--- config.mk ---
export PLATFORM = sky130hd
export DESIGN_NAME = wptr_full
export DESIGN_NICKNAME = d
export VERILOG_FILES = /design/src/rtl/wptr_full_pkg.sv /design/src/rtl/wptr_full_sync_r2w.sv /design/src/rtl/wptr_full.sv
export SDC_FILE = /design/constraint.sdc
export NUM_CORES = 1
export LEC_CHECK = 0
export CAP_MARGIN = 10
export CORE_MARGIN = 2
export CORE_UTILIZATION = 30
export CTS_BUF_LIST = sky130_fd_sc_hd__clkbuf_8
export DETAILED_ROUTE_END_ITERATION = 10
export PLACE_DENSITY = 0.64
export SYNTH_ARGS = -nofsm -noshare
export SYNTH_HDL_FRONTEND = slang
export SYNTH_HIERARCHICAL = 1
export SYNTH_SLANG_ARGS = --single-unit
--- constraint.sdc ---
create_clock -name wclk -period 2.8 [get_ports wclk]
set_clock_uncertainty 0.1 [all_clocks]
set_input_delay 0.28 -clock wclk [delete_from_list [all_inputs] [get_ports wclk]]
set_output_delay 0.28 -clock wclk [all_outputs]
set_load 0.02 [all_outputs]
--- src/rtl/wptr_full_pkg.sv ---
// Shared async-FIFO pointer definitions: default address width and Gray/binary
// conversion helpers used by both the write-side and read-side pointer blocks.
package wptr_full_pkg;

  localparam int ADDRSIZE_DFLT = 5;
  localparam int PTRSIZE       = ADDRSIZE_DFLT + 1;

  function automatic logic [31:0] bin2gray(input logic [31:0] b);
    return (b >> 1) ^ b;
  endfunction

  // Prefix XOR from the MSB down; zero-extended inputs convert unchanged.
  function automatic logic [31:0] gray2bin(input logic [31:0] g);
    logic [31:0] b;
    b[31] = g[31];
    for (int i = 30; i >= 0; i--) begin
      b[i] = b[i+1] ^ g[i];
    end
    return b;
  endfunction

endpackage

--- src/rtl/wptr_full_sync_r2w.sv ---
// Two-flop synchronizer carrying a Gray pointer into the wclk domain; the same
// block serves as the read-side write-pointer synchronizer.
module wptr_full_sync_r2w
  import wptr_full_pkg::*;
#(
  parameter int WIDTH = PTRSIZE
) (
  input  logic             wclk,
  input  logic             wrst_n,
  input  logic [WIDTH-1:0] rptr,
  output logic [WIDTH-1:0] wq2_rptr
);

  logic [WIDTH-1:0] wq1_rptr;

  always_ff @(posedge wclk or negedge wrst_n) begin
    if (!wrst_n) begin
      wq1_rptr <= '0;
      wq2_rptr <= '0;
    end else begin
      wq1_rptr <= rptr;
      wq2_rptr <= wq1_rptr;
    end
  end

endmodule

--- src/rtl/wptr_full.sv ---
// Async FIFO write-side pointer, Gray pointer export and full/occupancy flags.
// Optional almost-full flag is built only when WPTR_FULL_ALMOST_FULL_EN is defined.
module wptr_full
  import wptr_full_pkg::*;
#(
  parameter int ADDRSIZE     = ADDRSIZE_DFLT,
  parameter int AFULL_THRESH = 2**ADDRSIZE - 4
) (
  input  logic                wclk,
  input  logic                wrst_n,
  input  logic                winc,
  input  logic [ADDRSIZE:0]   rptr,
  output logic                wclken,
  output logic                wfull,
  output logic [ADDRSIZE-1:0] waddr,
  output logic [ADDRSIZE:0]   wptr,
  output logic [ADDRSIZE:0]   wcount,
  output logic                walmost_full
);

  localparam int PW = ADDRSIZE + 1;

  logic [ADDRSIZE:0] wbin;
  logic [ADDRSIZE:0] wbinnext;
  logic [ADDRSIZE:0] wgraynext;
  logic [ADDRSIZE:0] wq2_rptr;
  logic [ADDRSIZE:0] wq2_rbin;
  logic              wfullnext;

  wptr_full_sync_r2w #(
    .WIDTH (PW)
  ) u_sync_r2w (
    .wclk     (wclk),
    .wrst_n   (wrst_n),
    .rptr     (rptr),
    .wq2_rptr (wq2_rptr)
  );

  assign wclken    = winc & ~wfull;
  assign wbinnext  = wbin + {{ADDRSIZE{1'b0}}, wclken};
  assign wgraynext = PW'(bin2gray(32'(wbinnext)));
  assign wq2_rbin  = PW'(gray2bin(32'(wq2_rptr)));
  assign waddr     = wbin[ADDRSIZE-1:0];
  assign wcount    = wbin - wq2_rbin;

  // Full when the next write pointer laps the synchronized read pointer once.
  assign wfullnext = (wgraynext == {~wq2_rptr[ADDRSIZE:ADDRSIZE-1],
                                     wq2_rptr[ADDRSIZE-2:0]});

  always_ff @(posedge wclk or negedge wrst_n) begin
    if (!wrst_n) begin
      wbin  <= '0;
      wptr  <= '0;
      wfull <= 1'b0;
    end else begin
      wbin  <= wbinnext;
      wptr  <= wgraynext;
      wfull <= wfullnext;
    end
  end

`ifdef WPTR_FULL_ALMOST_FULL_EN
  logic [ADDRSIZE:0] wnextcount;

  assign wnextcount = wbinnext - wq2_rbin;

  always_ff @(posedge wclk or negedge wrst_n) begin
    if (!wrst_n) begin
      walmost_full <= 1'b0;
    end else begin
      walmost_full <= (wnextcount >= PW'(AFULL_THRESH));
    end
  end
`else
  logic [31:0] afull_thresh_unused;

  assign afull_thresh_unused = AFULL_THRESH;
  assign walmost_full        = 1'b0;
`endif

endmodule

==> impl_metrics.env <==
export IMPL_synth_area_leaders="dfrtp_1 50%, xor2_1 8.0%, ha_1 7.3%, xnor2_1 6.5%, xor2_2 5.4%"
export IMPL_wire_per_inst_um=11.8
export IMPL_remaining_drc_errors=0
export IMPL_grt_pass1_wl_um=3950
export IMPL_ys_top_cells_by_count="24 x dfrtp_1, 11 x xor2_1, 9 x xnor2_1"
export IMPL_nNetsFinal=166
export IMPL_cp_num_buf_inv=1
export IMPL_critPathArrivalTime_ps=2910
export IMPL_ys_seq_elements=24
export IMPL_maxSlewViolCount=0
export IMPL_multi_input_area_um2=597
export IMPL_cp_max_fo=3
export IMPL_max_vdd_ir_drop_mv=0.550
export IMPL_worstHoldPathType="reg -> reg"
export IMPL_layout_min_cycle_time_ps=3290
export IMPL_yosysSeqAreaShare_pct=49.8
export IMPL_gp_congestion=0.726
export IMPL_critPathSlowestCell="or4_1"
export IMPL_dpl_cell_count=190
export IMPL_yosys_warnings=6
export IMPL_start_util_pct=30.6
export IMPL_ys_types=29
export IMPL_outcome="finished, violations left"
export IMPL_rrSetupSlack_ps=530
export IMPL_drive_gt1_share_pct=27.7
export IMPL_finalCritPeriodShare_pct=118
export IMPL_path_clk_slew_ps=80
export IMPL_p_per_area_nw_per_um2=1290
export IMPL_rsz0062_at_grt="true"
export IMPL_core_area_um2=3940
export IMPL_postSynthAreaPerCell_um2=11.7
export IMPL_cts_htree_levels=1
export IMPL_drtIter0Drc=15
export IMPL_clk_path_buf_depth=2
export IMPL_clk_latency_ps=260
export IMPL_holdPathEnd="u_sync_r2w/wq2_rptr[4]"
export IMPL_crit_path_start_kind="register"
export IMPL_syn_area_um2=1200
export IMPL_r2r_end="wfull"
export IMPL_synth_top_cell_area_share_pct=49.8
export IMPL_grt_overflow_total=0
export IMPL_grt_pass1_vias=888
export IMPL_syn_inst=103
export IMPL_cp_end_kind="primary output"
export IMPL_cpPeakStageDelay_ps=500
export IMPL_holdCritStartpoint="u_sync_r2w/wq1_rptr[4]"
export IMPL_yosysMostFrequentCell="dfrtp_1"
export IMPL_cts_root_buf="clkbuf_8"
export IMPL_die_area_um2=4540
export IMPL_port_buffers=27
export IMPL_cap_viol_max_count=0
export IMPL_fill_cells=355
export IMPL_die_h_um=67.4
export IMPL_stdcell_count=198
export IMPL_first_pass_iters=5
export IMPL_synth_main_ff_cell="dfrtp_1"
export IMPL_cts_tree="done"
export IMPL_setup_violations=5
export IMPL_p_leak_uw=0.000800
export IMPL_worstPathRequired_ps=2420
export IMPL_yosysTopAreaCell="dfrtp_1"
export IMPL_diodes=0
export IMPL_synth_edf_count=0
export IMPL_crit_path_cell_trace="xnor2_2 > xor2_2 > xor2_2 > xor2_2 > xnor2_1 > ha_2 > nor2b_1 > o21ai_1 > a21boi_1 > or4_1 > nand3_2 > buf_6"
export IMPL_dp_hpwl_um=1820
export IMPL_grt_use_total_pct=11.5
export IMPL_die_x_um=67.4
export IMPL_worstRegToRegCells=8
export IMPL_cts_sinks=24
export IMPL_num_rows=23
export IMPL_cts_buffers=3
export IMPL_violations="negative setup slack"
export IMPL_via_per_inst=4.23
export IMPL_area_sequential_um2=601
export IMPL_cpMostUsedCell="xor2_2"
export IMPL_p_total_uw=2240
export IMPL_vias=837
export IMPL_area_growth_synth_to_final_pct=44.4
export IMPL_final_hold_viol_count=0
export IMPL_routed_wl_um=2340
export IMPL_timing_rr_start="wfull"
export IMPL_critPathTopFamily="XOR/XNOR gates"
export IMPL_ios=29
export IMPL_criticalPathCategory="reg -> out"
export IMPL_max_freq_ghz=0.304
export IMPL_syn_num_nets=120
export IMPL_worstHoldPathCells=0
export IMPL_synth_async_sr_flop_share_pct=100
export IMPL_setup_ws_ps=-493
export IMPL_ant_nets=0
export IMPL_tns_ps=-1710
export IMPL_antenna_found_initial=0
export IMPL_grt_max_degree=25
metrics by stage:
stage	area [um2]	worst slack, ps	utilization [%]	hold WS (ps)
floorplan	1220	-60.8	-	-116
global placement	1630	-663	41.4	233
detailed placement	1630	-821	41.4	235
CTS	1750	-539	44.3	253
global route	1740	-766	44.1	259
finish	1740	-493	44.1	251
how the worst max path moves through the flow:
| stage | startpoint | endpoint | slack [ps] | depth (start not counted) |
|---|---|---|---|---|
| after global placement | u_sync_r2w/wq2_rptr[4] | wcount[5] | -660 | 12 |
| after CTS | u_sync_r2w/wq2_rptr[5] | wcount[5] | -540 | 12 |
| after global routing | u_sync_r2w/wq2_rptr[5] | wcount[5] | -770 | 12 |
| final | u_sync_r2w/wq2_rptr[4] | wcount[5] | -490 | 12 |
| after detailed placement | u_sync_r2w/wq2_rptr[4] | wcount[5] | -820 | 12 |
| after floorplan | u_sync_r2w/wq2_rptr[4] | wcount[5] | -60 | 11 |
kinds of logic (layout without fill, tap and decap cells):
group | after synthesis | count (layout) | share of synthesized area (%)
other cells | 1 | 1 | 0.311
compound gates | 11 | 11 | 5.50
fa+ha+maj | 8 | 8 | 8.93
simple gates | 23 | 23 | 10.2
flops | 24 | 24 | 49.8
buf+inv | 11 | 56 | 3.95
xor+xnor | 25 | 25 | 21.3
routing by layer:
metal | wire, um | global-route usage, % | vias up
met4 | 10 | 4.59 | 0
met5 | 0 | 0 | -
met3 | 80 | 1.00 | 2
li1 | - | - | 421
met1 | 1060 | 14.9 | 397
met2 | 1190 | 19.8 | 17
placed cells by master, fill, tap and decap left out, drive strengths merged:
cell           count
nor4               1
or4                1
nand4b             1
xor2              15
and3               1
nor3               2
nand2              6
ha                 7
buf               23
conb               1
nor2b              2
nand4              2
o211ai             2
o2111ai            1
xnor2             10
inv                8
dfrtp             24
a21oi              4
a21boi             1
fa                 1
and2               1
nand2b             2
nor2               2
clkdlybuf4s50     21
clkbuf             4
nand3              2
o21ai              3
repair_timing:
item	4_1_cts	5_1_grt
gates resized for setup	41	1
pin swaps	8	1
setup endpoints to repair	6	6
hold buffers	0	0
setup buffers	4	0
flip-flops by register name (all words and copies together), names as in the netlist:
name,cells
u_sync_r2w/wq1_rptr,6
u_sync_r2w/wq2_rptr,6
wbin,6
wfull,1
wptr,5
layout make-up:
type,instances,area share (%)
Clock buffer,4,3.16
Timing Repair Buffer,44,22.7
Inverter,8,1.73
Tap cell,50,3.59
Sequential cell,24,34.5
Multi-Input combinational cell,68,34.3
power by group:
group          internal (uW)  switching (uW)
registers                443            66.3
logic                    737             767
clock network            125             101
Note: power is estimated with default switching activity, not from simulation.
